==> src/rtl/mem_arbiter_pkg.sv <==
// Shared types for the I/D memory arbiter.
// Build option: define ARB_ROUND_ROBIN_EN for round-robin arbitration.
package arb_types;

   localparam int DEF_ADDR_W = 32;
   localparam int DEF_LINE_W = 256;

   typedef enum logic [1:0] {
      IDLE    = 2'd0,
      SERVE_I = 2'd1,
      SERVE_D = 2'd2
   } arb_state_t;

   function automatic logic is_serving(arb_state_t s);
      return (s == SERVE_I) || (s == SERVE_D);
   endfunction

endpackage

==> src/rtl/mem_arbiter.sv <==
// Two-client (I-cache / D-cache) arbiter onto one shared memory port.
// Build option: ARB_ROUND_ROBIN_EN selects round-robin instead of D priority.
module mem_arbiter
   import arb_types::*;
#(
   parameter int ADDR_W = DEF_ADDR_W,
   parameter int LINE_W = DEF_LINE_W
) (
   input  logic              clk,
   input  logic              rst_n,
   input  logic              i_read,
   input  logic [ADDR_W-1:0] i_address,
   output logic [LINE_W-1:0] i_rdata,
   output logic              i_resp,
   input  logic              d_read,
   input  logic              d_write,
   input  logic [ADDR_W-1:0] d_address,
   input  logic [LINE_W-1:0] d_wdata,
   output logic [LINE_W-1:0] d_rdata,
   output logic              d_resp,
   output logic              pmem_read,
   output logic              pmem_write,
   output logic [ADDR_W-1:0] pmem_address,
   output logic [LINE_W-1:0] pmem_wdata,
   input  logic [LINE_W-1:0] pmem_rdata,
   input  logic              pmem_resp
);

   arb_state_t        state_q, state_d;
   logic [ADDR_W-1:0] addr_q, addr_d;
   logic              wr_q, wr_d;
   logic [LINE_W-1:0] wdata_q, wdata_d;
   logic              d_req;
   logic              grant_i;
   logic              grant_d;
   logic              serving;

   assign d_req   = d_read | d_write;
   assign serving = is_serving(state_q);

`ifdef ARB_ROUND_ROBIN_EN
   // rr_q high means D is favoured on the next collision
   logic rr_q, rr_d;

   // Grant decision: alternate on collisions, single requests pass through
   always_comb begin
      grant_i = 1'b0;
      grant_d = 1'b0;
      if (state_q == IDLE) begin
         if (d_req && i_read) begin
            grant_d = rr_q;
            grant_i = ~rr_q;
         end else begin
            grant_d = d_req;
            grant_i = i_read;
         end
      end
   end

   // Pointer moves to the other side after every grant
   always_comb begin
      rr_d = rr_q;
      if (grant_d) rr_d = 1'b0;
      if (grant_i) rr_d = 1'b1;
   end

   // Pointer register, resets to I-favoured
   always_ff @(posedge clk or negedge rst_n) begin
      if (!rst_n) rr_q <= 1'b0;
      else        rr_q <= rr_d;
   end
`else
   // Grant decision: D-cache always wins a collision
   always_comb begin
      grant_i = 1'b0;
      grant_d = 1'b0;
      if (state_q == IDLE) begin
         grant_d = d_req;
         grant_i = i_read & ~d_req;
      end
   end
`endif

   // Next state and transaction capture on leaving IDLE
   always_comb begin
      state_d = state_q;
      addr_d  = addr_q;
      wr_d    = wr_q;
      wdata_d = wdata_q;
      unique case (state_q)
         IDLE: begin
            if (grant_d) begin
               state_d = SERVE_D;
               addr_d  = d_address;
               wr_d    = d_write;
               if (d_write) wdata_d = d_wdata;
            end else if (grant_i) begin
               state_d = SERVE_I;
               addr_d  = i_address;
               wr_d    = 1'b0;
            end
         end
         SERVE_I, SERVE_D: begin
            if (pmem_resp) state_d = IDLE;
         end
         default: state_d = IDLE;
      endcase
   end

   // State and latched transaction registers
   always_ff @(posedge clk or negedge rst_n) begin
      if (!rst_n) begin
         state_q <= IDLE;
         addr_q  <= '0;
         wr_q    <= 1'b0;
         wdata_q <= '0;
      end else begin
         state_q <= state_d;
         addr_q  <= addr_d;
         wr_q    <= wr_d;
         wdata_q <= wdata_d;
      end
   end

   // Memory side sees only the latched transaction, only while serving
   always_comb begin
      pmem_read    = serving & ~wr_q;
      pmem_write   = serving & wr_q;
      pmem_address = serving ? addr_q : '0;
      pmem_wdata   = (serving & wr_q) ? wdata_q : '0;
   end

   // Completion pulses follow pmem_resp in the serving state only
   always_comb begin
      i_resp  = (state_q == SERVE_I) & pmem_resp;
      d_resp  = (state_q == SERVE_D) & pmem_resp;
      i_rdata = pmem_rdata;
      d_rdata = pmem_rdata;
   end

endmodule

==> config.mk <==
export PLATFORM = sky130hd
export DESIGN_NAME = mem_arbiter
export DESIGN_NICKNAME = d
export VERILOG_FILES = /design/src/rtl/mem_arbiter_pkg.sv /design/src/rtl/mem_arbiter.sv
export SDC_FILE = /design/constraint.sdc
export NUM_CORES = 1
export LEC_CHECK = 0
export ABC_CLOCK_PERIOD_IN_PS = 4950
export CAP_MARGIN = 10
export CORE_AREA = 2 2 539 541
export CTS_BUF_LIST = sky130_fd_sc_hd__clkbuf_8 sky130_fd_sc_hd__clkbuf_16
export CTS_CLUSTER_DIAMETER = 40
export DETAILED_ROUTE_END_ITERATION = 6
export DIE_AREA = 0 0 541 543
export DONT_BUFFER_PORTS = 1
export PLACE_DENSITY = 0.3
export SYNTH_ARGS = -nofsm -noshare
export SYNTH_HDL_FRONTEND = slang
export SYNTH_SLANG_ARGS = --single-unit
==> constraint.sdc <==
create_clock -name clk -period 4.95 [get_ports clk]
set_clock_uncertainty 0.15 [all_clocks]
set_input_delay 0.2475 -clock clk [delete_from_list [all_inputs] [get_ports clk]]
set_output_delay 0.2475 -clock clk [all_outputs]
set_load 0.01 [all_outputs]
==> results.txt, run 1 <==
----------------------------------------------------
[Logic synthesis]
  Most area-hungry cell type in the Yosys netlist ... sky130_fd_sc_hd__dfrtp_1
  Dominant cells by area after synthesis ... sky130_fd_sc_hd__dfrtp_1 42%, sky130_fd_sc_hd__buf_4 22%, sky130_fd_sc_hd__mux2_2 17%
  Avg Cell Area, Syn ... 10.9 µm²
  Top_reg_cell synth ... sky130_fd_sc_hd__dfrtp_1
  Synth top area share ... 0.424
  Synthesized instance count ... 1570
  Most instantiated cells after synthesis ... 513 x sky130_fd_sc_hd__buf_4, 291 x sky130_fd_sc_hd__dfrtp_1, 256 x sky130_fd_sc_hd__and3_1, 256 x sky130_fd_sc_hd__mux2_2, 63 x sky130_fd_sc_hd__clkbuf_1
  Most numerous cell in the Yosys netlist ... sky130_fd_sc_hd__buf_4
  Distinct cells, synth ... 23
  Flip-flop and latch count after synthesis ... 291
  Synth Warn # ... 0
  Async set or reset register ratio after synthesis ... 1.00
  Sequential share of the synthesized area ... 0.424
  Synthesized cell area ... 17200 µm²
  Number of enable-type register cells in the synthesized netlist ... 0
  Number of nets produced by synthesis ... 2155

[Timing]
  Number of endpoints failing setup at the final stage ... 0
  Worst Max-Slew Pin Slew ... 1090 ps
  Unrepaired setup endpoints after global routing ... no
  Crit share post-route ... 0.725
  Sum of negative setup slack ... 0 ps
  Hold slack final ... -838 ps
  Max-Slew Margin vs Limit ... 0.271
  Post-layout worst setup margin ... 1360 ps
  Pins Over Slew Limit ... 0
  Post-layout minimum cycle time ... 3590 ps
  Final hold violation count ... 291
  FMAX ... 279 MHz

[Power]
  Portion of total power attributed to the clock network ... 0.325
  Worst vdd rail ir drop ... 0.540 mV
  Sequential share of power ... 0.315
  Areal power density over the cells ... 629 nW/µm²
  Sw Pwr ... 5.93 mW
  Static power due to leakage ... 8.89 nW
  Internal ... 8.74 mW
  Switching share of power ... 0.404
  Combinational power share ... 0.360

[Final layout]
  Total Nets Final ... 1947
  Layout cell share with drive strength beyond 1 ... 0.287
  Layout overhead on the synthesized area ... 35.9%
  # fillers ... 33435

[Worst setup path]
  Capture point of the worst reg-to-reg path ... state_q[0]
  Crit path arrival time ... 3190 ps
  Required arrival time at the worst endpoint ... 4550 ps
  Type of destination of the critical path ... primary output
  Worst Path Class, Setup ... reg2out
  Critical Path Start Type ... register
  Startpoint of the lowest-slack register-to-register path ... state_q[0]
  Largest fanout on the critical path ... 105
  Worst R2R Setup Slack ... 1580 ps
  Worst Reg-to-Reg Cells ... 7

[GRT]
  Global-route wire length before repair ... 164000 µm
  GRT Util Overall ... 0.0884
  Initial antenna violation count ... 71
  Vias in the first global route ... 12350
  GR Overflow Total ... 0
  Largest net degree at the start of global routing ... 292

[Die]
  Top-Level Pins ... 1386
  Die Height ... 543 µm
  Core Region ... 287000 µm²
  Total die area ... 294000 µm²
  Effective utilization at floorplan ... 0.0598
  Core Rows ... 197
  Horizontal die dimension ... 541 µm

[Clock tree]
  CTS tree ... done
  Count of cells resized by post-cts repair ... 0
  Hold-fix buffers at CTS ... 326
  Clock buffer depth ... 3
  Clock Root Buffer ... sky130_fd_sc_hd__clkbuf_16
  Clock tree sinks ... 291
  CTS H-Tree Depth ... 3
  Worst skew pair latency ... 630 ps
  Postcts setup bufs ... 0
  Clock-pin transition on the worst setup and hold timing paths ... 50 ps
  CTS Buf Count ... 70

[Detailed routing]
  Final ANT Viol Nets ... 0
  Post-route DRC ... 0
  Routed vias ... 11122
  Average via count per standard cell ... 2.13
  Number of search-and-repair iterations in the first detailed-routing pass ... 4
  Routed wirelength normalized by instance count ... 26.1 µm
  Total detailed-routing wirelength ... 136000 µm
  Violation count after the first detailed-route iteration ... 406

[Placement]
  Count of input and output buffers ... 0
  Placer's final routability congestion estimate ... 0.742
  Placed wire-length estimate ... 115000 µm
  Worst setup slack after placement ... 1870 ps

[Flow run]
  Max-cap violations ... 0

[Outcome]
  Violations in the final reports ... hold timing
  Run status ... finished, violations left

[Min path]
  Classification of the worst-slack hold path ... in2async

----------------------------------------------------
[through the flow]
step | cell area [µm²] | std cells | power [mW] | utilization | hold slack (ps)
6_report | 23300 | 5219 | 14.7 | 0.0812 | -838
5_1_grt | 23300 | 5204 | 15.7 | 0.0811 | -902
4_1_cts | 23300 | 5197 | 15.2 | 0.0810 | -917
3_5_place_dp | 17600 | 4745 | 9.94 | 0.0612 | -189
3_3_place_gp | 17600 | 4745 | 9.91 | 0.0612 | -188
2_1_floorplan | 17200 | 1570 | 8.35 | - | -198
[worst max-delay path by stage]
| stage | start | end | slack [ps] | cells past startpoint |
|---|---|---|---|---|
| after floorplan | state_q[0] | pmem_read | 3160 | 5 |
| after global placement | state_q[0] | wdata_q[189] | 1850 | 5 |
| after detailed placement | state_q[0] | wdata_q[166] | 1870 | 5 |
| after CTS | state_q[0] | pmem_wdata[146] | 1170 | 4 |
| after global routing | state_q[0] | pmem_wdata[146] | 1050 | 4 |
| final | state_q[0] | pmem_wdata[146] | 1360 | 4 |
[final cells by class]
class                      instances  area [µm²]  share of cell area
inverter                           3        11.3            0.000483
antenna                           22        55.1             0.00236
multi-input combinational        661        5440               0.233
sequential                       291        7290               0.312
clock buffer                      82        1920              0.0822
clock inverter                    44         520              0.0223
tap                             3781        4730               0.203
timing repair buffer             335        3370               0.144
[sequential cells by signal, summed over array words and instances, names as in the netlist]
name     count
wdata_q    256
addr_q      32
state_q      2
wr_q         1
[power by group through the flow]
stage / Sequential [mW] / Clock, mW / Combinational [mW]
6_report: 4.62 / 4.76 / 5.28
5_1_grt: 4.80 / 5.07 / 5.81
4_1_cts: 4.70 / 4.98 / 5.53
3_5_place_dp: 4.71 / 0 / 5.23
3_3_place_gp: 4.69 / 0 / 5.21
2_1_floorplan: 3.97 / 0 / 4.37
[layout by cell type, fill, tap and decap left out, drive strengths merged]
master | netlist | routed
dlygate4sd3 | 0 | 326
dfrtp | 291 | 291
and3 | 256 | 256
mux2 | 256 | 256
clkbuf | 63 | 82
and2 | 35 | 35
a21oi | 34 | 34
nor2 | 33 | 33
o22ai | 32 | 32
diode | 0 | 22
clkinv | 0 | 20
inv | 3 | 13
clkinvlp | 0 | 9
buf | 552 | 9
bufinv | 0 | 5
nand2 | 5 | 5
ha | 3 | 3
o21ai | 2 | 2
nor2b | 1 | 1
or3b | 1 | 1
o31a | 1 | 1
nand2b | 1 | 1
o2bb2ai | 1 | 1
[routing by layer]
| layer | track usage | vias up | share of wire |
|---|---|---|---|
| met2 | 0.169 | 1340 | 0.54 |
| li1 | - | 4401 | - |
| met3 | 0.0885 | 225 | 0.22 |
| met4 | 0.0310 | 22 | 0.037 |
| met1 | 0.0512 | 5134 | 0.20 |
| met5 | 0.00707 | - | 0.0026 |
[worst max-delay path, stage by stage (launching register included)]
cell                      delay, ps
sky130_fd_sc_hd__dfrtp_1        370
sky130_fd_sc_hd__inv_1          110
sky130_fd_sc_hd__ha_4           990
sky130_fd_sc_hd__buf_4          600
sky130_fd_sc_hd__and3_1         370
[cell families after synthesis]
logic type	synth area share
DFF	0.424
and+or+nand+nor	0.116
muxes	0.168
AOI/OAI and AO/OA	0.0298
buffers and inverters	0.260
adders and majority gates	0.00219
(Power assumes the default switching activity.)
==> inputs of run 2 (changes only) <==
Settings changed: ABC_CLOCK_PERIOD_IN_PS 4950 to 3760.
Clock period 4.95 ns to 3.76 ns, I/O delays scaled along.
==> results.txt, run 2 (same netlist as run 1, synthesis figures left out) <==
----------------------------------------------------
[Outcome]
  Run status ... finished, violations left
  Violations in the final reports ... hold timing

[Final layout]
  # fillers ... 33281 (-0.46%)
  Leading cell types in the layout, fill and taps excluded ... 434 x sky130_fd_sc_hd__dlygate4sd3_1, 290 x sky130_fd_sc_hd__dfrtp_1, 256 x sky130_fd_sc_hd__and3_1, 256 x sky130_fd_sc_hd__mux2_2, 72 x sky130_fd_sc_hd__clkbuf_16
  Top register by number of flip-flops ... wdata_q
  Largest registers ... wdata_q (256), addr_q (32), state_q (2)
  Max reg flops ... 256 (unchanged)
  Layout cell share with drive strength beyond 1 ... 0.279 (-0.00729)
  Layout overhead on the synthesized area ... 44.6%
  Post-route standard cell area excluding fillers ... 24800 µm² (+6.5%)
  Most common library cell in the layout ignoring fill and taps ... sky130_fd_sc_hd__dlygate4sd3_1
  Total Nets Final ... 2072 (+6.4%)

[Clock tree]
  Clock Root Buffer ... sky130_fd_sc_hd__clkbuf_16
  Worst skew pair latency ... 670 ps (+40 ps)
  Hold-fix buffers at CTS ... 434 (+33%)
  Clock buffer depth ... 3 (unchanged)
  Clock tree sinks ... 291 (unchanged)
  CTS Buf Count ... 72 (+2.9%)
  Postcts setup bufs ... 0 (unchanged)
  Clock-pin transition on the worst setup and hold timing paths ... 50 ps (about the same)
  CTS H-Tree Depth ... 3 (unchanged)
  Count of cells resized by post-cts repair ... 0 (unchanged)
  CTS tree ... done

[Die]
  Top-Level Pins ... 1386 (unchanged)
  Effective utilization at floorplan ... 0.0598 (unchanged)
  Total die area ... 294000 µm² (unchanged)
  Core Rows ... 197 (unchanged)
  Core Region ... 287000 µm² (unchanged)
  Horizontal die dimension ... 541 µm (unchanged)
  Die Height ... 543 µm (unchanged)

[Timing]
  Unrepaired setup endpoints after global routing ... no
  Hold slack final ... -920 ps (-82.2 ps)
  Max-Slew Margin vs Limit ... 0.443 (+0.172)
  Post-layout minimum cycle time ... 3350 ps
  Crit share post-route ... 0.891
  Post-layout worst setup margin ... 410 ps (-949 ps)
  Number of endpoints failing setup at the final stage ... 0 (unchanged)
  FMAX ... 299 MHz
  Sum of negative setup slack ... 0 ps (unchanged)
  Worst Max-Slew Pin Slew ... 833 ps (-261 ps)
  Final hold violation count ... 291 (unchanged)
  Pins Over Slew Limit ... 0 (unchanged)

[Worst setup path]
  Critical Path Start Type ... register
  Capture point of the worst reg-to-reg path ... state_q[0]
  Sequence of cells on the critical path ... inv_1, ha_4, buf_12, buf_4, and3_1
  Worst Reg-to-Reg Cells ... 8 (+1)
  Type of destination of the critical path ... primary output
  Worst Path Class, Setup ... reg2out
  Crit path arrival time ... 3010 ps (-180 ps)
  Startpoint of the lowest-slack register-to-register path ... state_q[0]
  Worst R2R Setup Slack ... 470 ps (-1110 ps)
  Required arrival time at the worst endpoint ... 3420 ps (-1130 ps)
  CP max-delay cell ... sky130_fd_sc_hd__ha_4
  Peak per-stage delay on the critical path ... 530 ps (-460 ps)
  Largest fanout on the critical path ... 128 (+22%)

[Power]
  Post-layout power ... 21.4 mW (+46%)
  Static power due to leakage ... 9.57 nW (+7.7%)
  Areal power density over the cells ... 860 nW/µm² (+37%)
  Worst vdd rail ir drop ... 0.444 mV (-18%)

[Placement]
  Placed wire-length estimate ... 116000 µm (+0.95%)
  Count of input and output buffers ... 0 (unchanged)
  Worst setup slack after placement ... 1040 ps (-828 ps)
  Placer's final routability congestion estimate ... 0.752 (+1.4%)
  Instance area at placement ... 17700 µm² (+0.90%)

[GRT]
  Largest net degree at the start of global routing ... 292 (unchanged)
  Vias in the first global route ... 12742 (+3.2%)
  Initial antenna violation count ... 37 (-48%)
  GRT Util Overall ... 0.0894 (+0.000993)
  GR Overflow Total ... 0 (unchanged)
  Global-route wire length before repair ... 166000 µm (+1.2%)

[Detailed routing]
  Wire length on met1 ... 28000 µm (+2.4%)
  Routed vias ... 11539 (+3.7%)
  Top metal layer carrying routed signals ... met5
  Post-route DRC ... 0 (unchanged)
  Number of search-and-repair iterations in the first detailed-routing pass ... 4 (unchanged)
  Met2 routed WL ... 74600 µm (+1.4%)
  Routed wirelength normalized by instance count ... 25.7 µm (-1.6%)
  Final ANT Viol Nets ... 0 (unchanged)
  Violation count after the first detailed-route iteration ... 534 (+32%)
  Average via count per standard cell ... 2.16 (+1.2%)
  WL met3 ... 29500 µm (-1.0%)
  Total detailed-routing wirelength ... 137000 µm (+0.89%)

[Min path]
  Classification of the worst-slack hold path ... in2async

[Flow run]
  Max-cap violations ... 0 (unchanged)

----------------------------------------------------
==> run 2: cell count changes in the layout (fill, tap and decap cells not counted), sizes merged <==
cell / previous run / this run
clkinvlp: 9 / 5
inv: 13 / 10
dlygate4sd3: 326 / 434
clkbuf: 82 / 85
bufinv: 5 / 13
clkinv: 20 / 23
buf: 9 / 24
==> run 2: where the power goes <==
| group | switching [mW] | internal (mW) |
|---|---|---|
| clock network | 2.34 | 4.69 |
| registers | 1.06 | 4.76 |
| logic | 4.82 | 3.69 |
| total | 8.22 | 13.1 |
==> run 2: worst max-delay path by stage <==
stage	end	start	slack (ps)	cells past startpoint
global placement	wdata_q[83]	state_q[1]	1080	5
floorplan	pmem_read	state_q[0]	2030	5
finish	pmem_wdata[108]	state_q[0]	410	5
CTS	state_q[0]	state_q[0]	180	9
global route	pmem_wdata[108]	state_q[0]	210	5
detailed placement	wdata_q[59]	state_q[0]	1040	5
==> run 2: final cells by class <==
type,instances,area [µm²],area share
clock buffer,85,1980,0.0797
timing repair buffer,458,4600,0.185
tap,3781,4730,0.190
multi-input combinational,661,5440,0.219
antenna,22,55.1,0.00222
clock inverter,48,732,0.0295
sequential,291,7290,0.293
inverter,3,11.3,0.000453
==> run 2: through the flow <==
stage,util,cells
floorplan,-,1570
global placement,0.0617,4761
detailed placement,0.0617,4761
CTS,0.0863,5328
global route,0.0863,5335
finish,0.0864,5349
==> run 2: critical path, delay by kind of cell (launching register included) <==
family        cells  cell delay [ps]
fa+ha+maj         1              530
buf+inv           3              870
flops             1              390
simple gates      1              320
==> run 2: per-layer routing <==
layer | vias to the layer above | global-route usage
met3 | 180 | 0.0880
met2 | 1309 | 0.170
li1 | 4651 | -
met4 | 18 | 0.0327
met5 | - | 0.00707
met1 | 5381 | 0.0532
==> inputs of run 3 (changes only) <==
Settings changed: CORE_AREA 2 2 539 541 to 2 2 535 537, DIE_AREA 0 0 541 543 to 0 0 537 539, PLACE_DENSITY 0.3 to default, PLACE_DENSITY_LB_ADDON from default to 0.15.
==> results.txt, run 3 (same netlist as run 1, synthesis figures left out) <==
----------------------------------------------------
[GRT]
  Largest net degree at the start of global routing ... 292 (unchanged)
  Met1 track demand over resource in global routing ... 0.0540 (+0.000809)
  Global-route wire length before repair ... 163000 µm (-1.7%)
  Vias in the first global route ... 12748 (+0.047%)
  GR Overflow Total ... 0 (unchanged)
  Initial antenna violation count ... 40 (+8.1%)
  Met2 Usage GRT ... 0.170 (-0.000496)
  Met3 Resource Use GR ... 0.0830 (-0.00497)
  Highest-utilization routing layer at the global route stage ... met2
  GRT Util Overall ... 0.0883 (-0.00108)

[Placement]
  Instance area at placement ... 17700 µm² (-0.40%)
  Placer's final routability congestion estimate ... 0.760 (+1.2%)
  Placed wire-length estimate ... 111000 µm (-4.3%)
  Count of input and output buffers ... 0 (unchanged)
  Worst setup slack after placement ... 1400 ps (+356 ps)

[Worst setup path]
  Startpoint of the lowest-slack register-to-register path ... state_q[0]
  Critical Path Start Type ... register
  Capture point of the worst reg-to-reg path ... state_q[0]
  Peak per-stage delay on the critical path ... 570 ps (+40 ps)
  Sequence of cells on the critical path ... inv_1, ha_4, buf_12, nand2b_1, a21oi_1, dlygate4sd3_1, a21oi_1, dlygate4sd3_1
  Worst Path Class, Setup ... reg2reg
  Critical path's top delay family ... buffers and inverters
  Crit path arrival time ... 3540 ps (+530 ps)
  Buffers & Inverters on Critical Path ... 4 (+1)
  Worst Reg-to-Reg Cells ... 8 (unchanged)
  Type of destination of the critical path ... register
  Total stage count of the critical path ... 8 (+3)
  CP max-delay cell ... sky130_fd_sc_hd__dlygate4sd3_1
  Required arrival time at the worst endpoint ... 4120 ps (+700 ps)
  Largest fanout on the critical path ... 160 (+25%)
  Worst R2R Setup Slack ... 590 ps (+120 ps)

[Detailed routing]
  Total detailed-routing wirelength ... 133000 µm (-3.2%)
  Final ANT Viol Nets ... 0 (unchanged)
  Violation count after the first detailed-route iteration ... 472 (-12%)
  Number of search-and-repair iterations in the first detailed-routing pass ... 4 (unchanged)
  Routed vias ... 11326 (-1.8%)
  Routed wirelength normalized by instance count ... 25.3 µm (-1.3%)
  Post-route DRC ... 0 (unchanged)
  Average via count per standard cell ... 2.16 (about the same)

[Timing]
  Worst Max-Slew Pin Slew ... 839 ps (+6.35 ps)
  Crit share post-route ... 0.844 (-0.0465)
  Post-layout minimum cycle time ... 3170 ps (-175 ps)
  Sum of negative setup slack ... 0 ps (unchanged)
  Number of endpoints failing setup at the final stage ... 0 (unchanged)
  Hold slack final ... -912 ps (+8.21 ps)
  Post-layout worst setup margin ... 585 ps (+175 ps)
  Final hold violation count ... 291 (unchanged)
  Unrepaired setup endpoints after global routing ... no
  Pins Over Slew Limit ... 0 (unchanged)
  FMAX ... 315 MHz (+5.5%)
  Max-Slew Margin vs Limit ... 0.441 (-0.00240)

[Die]
  Core Rows ... 196 (-0.51%)
  Effective utilization at floorplan ... 0.0605 (+0.000720)
  Horizontal die dimension ... 537 µm (-0.74%)
  Die Height ... 539 µm (-0.74%)
  Total die area ... 289000 µm² (-1.5%)
  Top-Level Pins ... 1386 (unchanged)
  Core Region ... 284000 µm² (-1.2%)

[Min path]
  Classification of the worst-slack hold path ... in2async

[Clock tree]
  CTS tree ... done
  Hold-fix buffers at CTS ... 367 (-15%)
  Worst skew pair latency ... 630 ps (-40 ps)
  Count of cells resized by post-cts repair ... 0 (unchanged)
  CTS H-Tree Depth ... 3 (unchanged)
  Clock buffer depth ... 3 (unchanged)
  Clock Root Buffer ... sky130_fd_sc_hd__clkbuf_16
  Clock-pin transition on the worst setup and hold timing paths ... 50 ps (about the same)
  CTS Buf Count ... 75 (+4.2%)
  Clock tree sinks ... 291 (unchanged)

[Outcome]
  Run status ... finished, violations left
  Violations in the final reports ... hold timing

[Power]
  Post-layout power ... 20.2 mW (-5.2%)
  Static power due to leakage ... 9.23 nW (-3.6%)
  Areal power density over the cells ... 844 nW/µm² (-1.8%)
  Worst vdd rail ir drop ... 0.497 mV (+12%)

[Final layout]
  Post-route standard cell area excluding fillers ... 24000 µm² (-3.5%)
  Largest registers ... wdata_q (256), addr_q (32), state_q (2)
  Most common library cell in the layout ignoring fill and taps ... sky130_fd_sc_hd__dlygate4sd3_1
  Total Nets Final ... 2002 (-3.4%)
  Top register by number of flip-flops ... wdata_q
  Max reg flops ... 256 (unchanged)
  Leading cell types in the layout, fill and taps excluded ... 367 x sky130_fd_sc_hd__dlygate4sd3_1, 290 x sky130_fd_sc_hd__dfrtp_1, 256 x sky130_fd_sc_hd__and3_1, 256 x sky130_fd_sc_hd__mux2_2, 75 x sky130_fd_sc_hd__clkbuf_16
  Layout overhead on the synthesized area ... 39.7%
  Layout cell share with drive strength beyond 1 ... 0.286 (+0.00667)
  Final Util ... 0.0844 (-0.00198)

[Flow run]
  Max-cap violations ... 0 (unchanged)

----------------------------------------------------
run 3: routing by layer:
metal / share of wire / wire length [µm] / vias up
li1: - / - / 4509
met3: 0.21 / 28400 / 175
met5: 0.00087 / 115 / -
met4: 0.032 / 4260 / 16
met2: 0.54 / 72200 / 1293
met1: 0.21 / 27900 / 5333
run 3: worst max-delay path by stage:
stage / slack [ps] / start / end
floorplan: 2030 / state_q[0] / pmem_read
global placement: 1390 / state_q[0] / addr_q[22]
detailed placement: 1400 / state_q[0] / pmem_wdata[197]
CTS: 520 / state_q[0] / state_q[0]
global route: 360 / state_q[0] / state_q[0]
finish: 590 / state_q[0] / state_q[0]
run 3: stage by stage:
step,hold slack (ps),std cells
finish,-912,5247
CTS,-1000,5236
floorplan,-258,1570
global placement,-244,4734
global route,-980,5244
detailed placement,-248,4734
run 3: layout make-up:
| class | count | area (µm²) |
|---|---|---|
| tap | 3762 | 4710 |
| clock buffer | 87 | 2040 |
| multi-input combinational | 661 | 5440 |
| antenna | 10 | 25.0 |
| timing repair buffer | 385 | 3910 |
| sequential | 291 | 7290 |
| clock inverter | 48 | 558 |
| fill | 32986 | 260000 |
| inverter | 3 | 11.3 |
run 3: timing repair:
action	4_1_cts	5_1_grt
hold endpoints to repair	582	291
setup endpoints to repair	0	0
buffers inserted	0	0
run 3: report_power, final:
part	switching, mW	internal, mW	leakage (nW)
clock	2.20	4.55	1.30
sequential	1.26	4.76	3.39
combinational	4.36	3.13	4.54
total	7.82	12.4	9.23
run 3: worst reg2reg max path, cell delays in order, from the launching register on:
cell and delay (ps):
sky130_fd_sc_hd__dfrtp_1 370, sky130_fd_sc_hd__inv_1 110, sky130_fd_sc_hd__ha_4 360, sky130_fd_sc_hd__buf_12 430, sky130_fd_sc_hd__nand2b_1 290, sky130_fd_sc_hd__a21oi_1 180, sky130_fd_sc_hd__dlygate4sd3_1 570, sky130_fd_sc_hd__a21oi_1 40
sky130_fd_sc_hd__dlygate4sd3_1 550
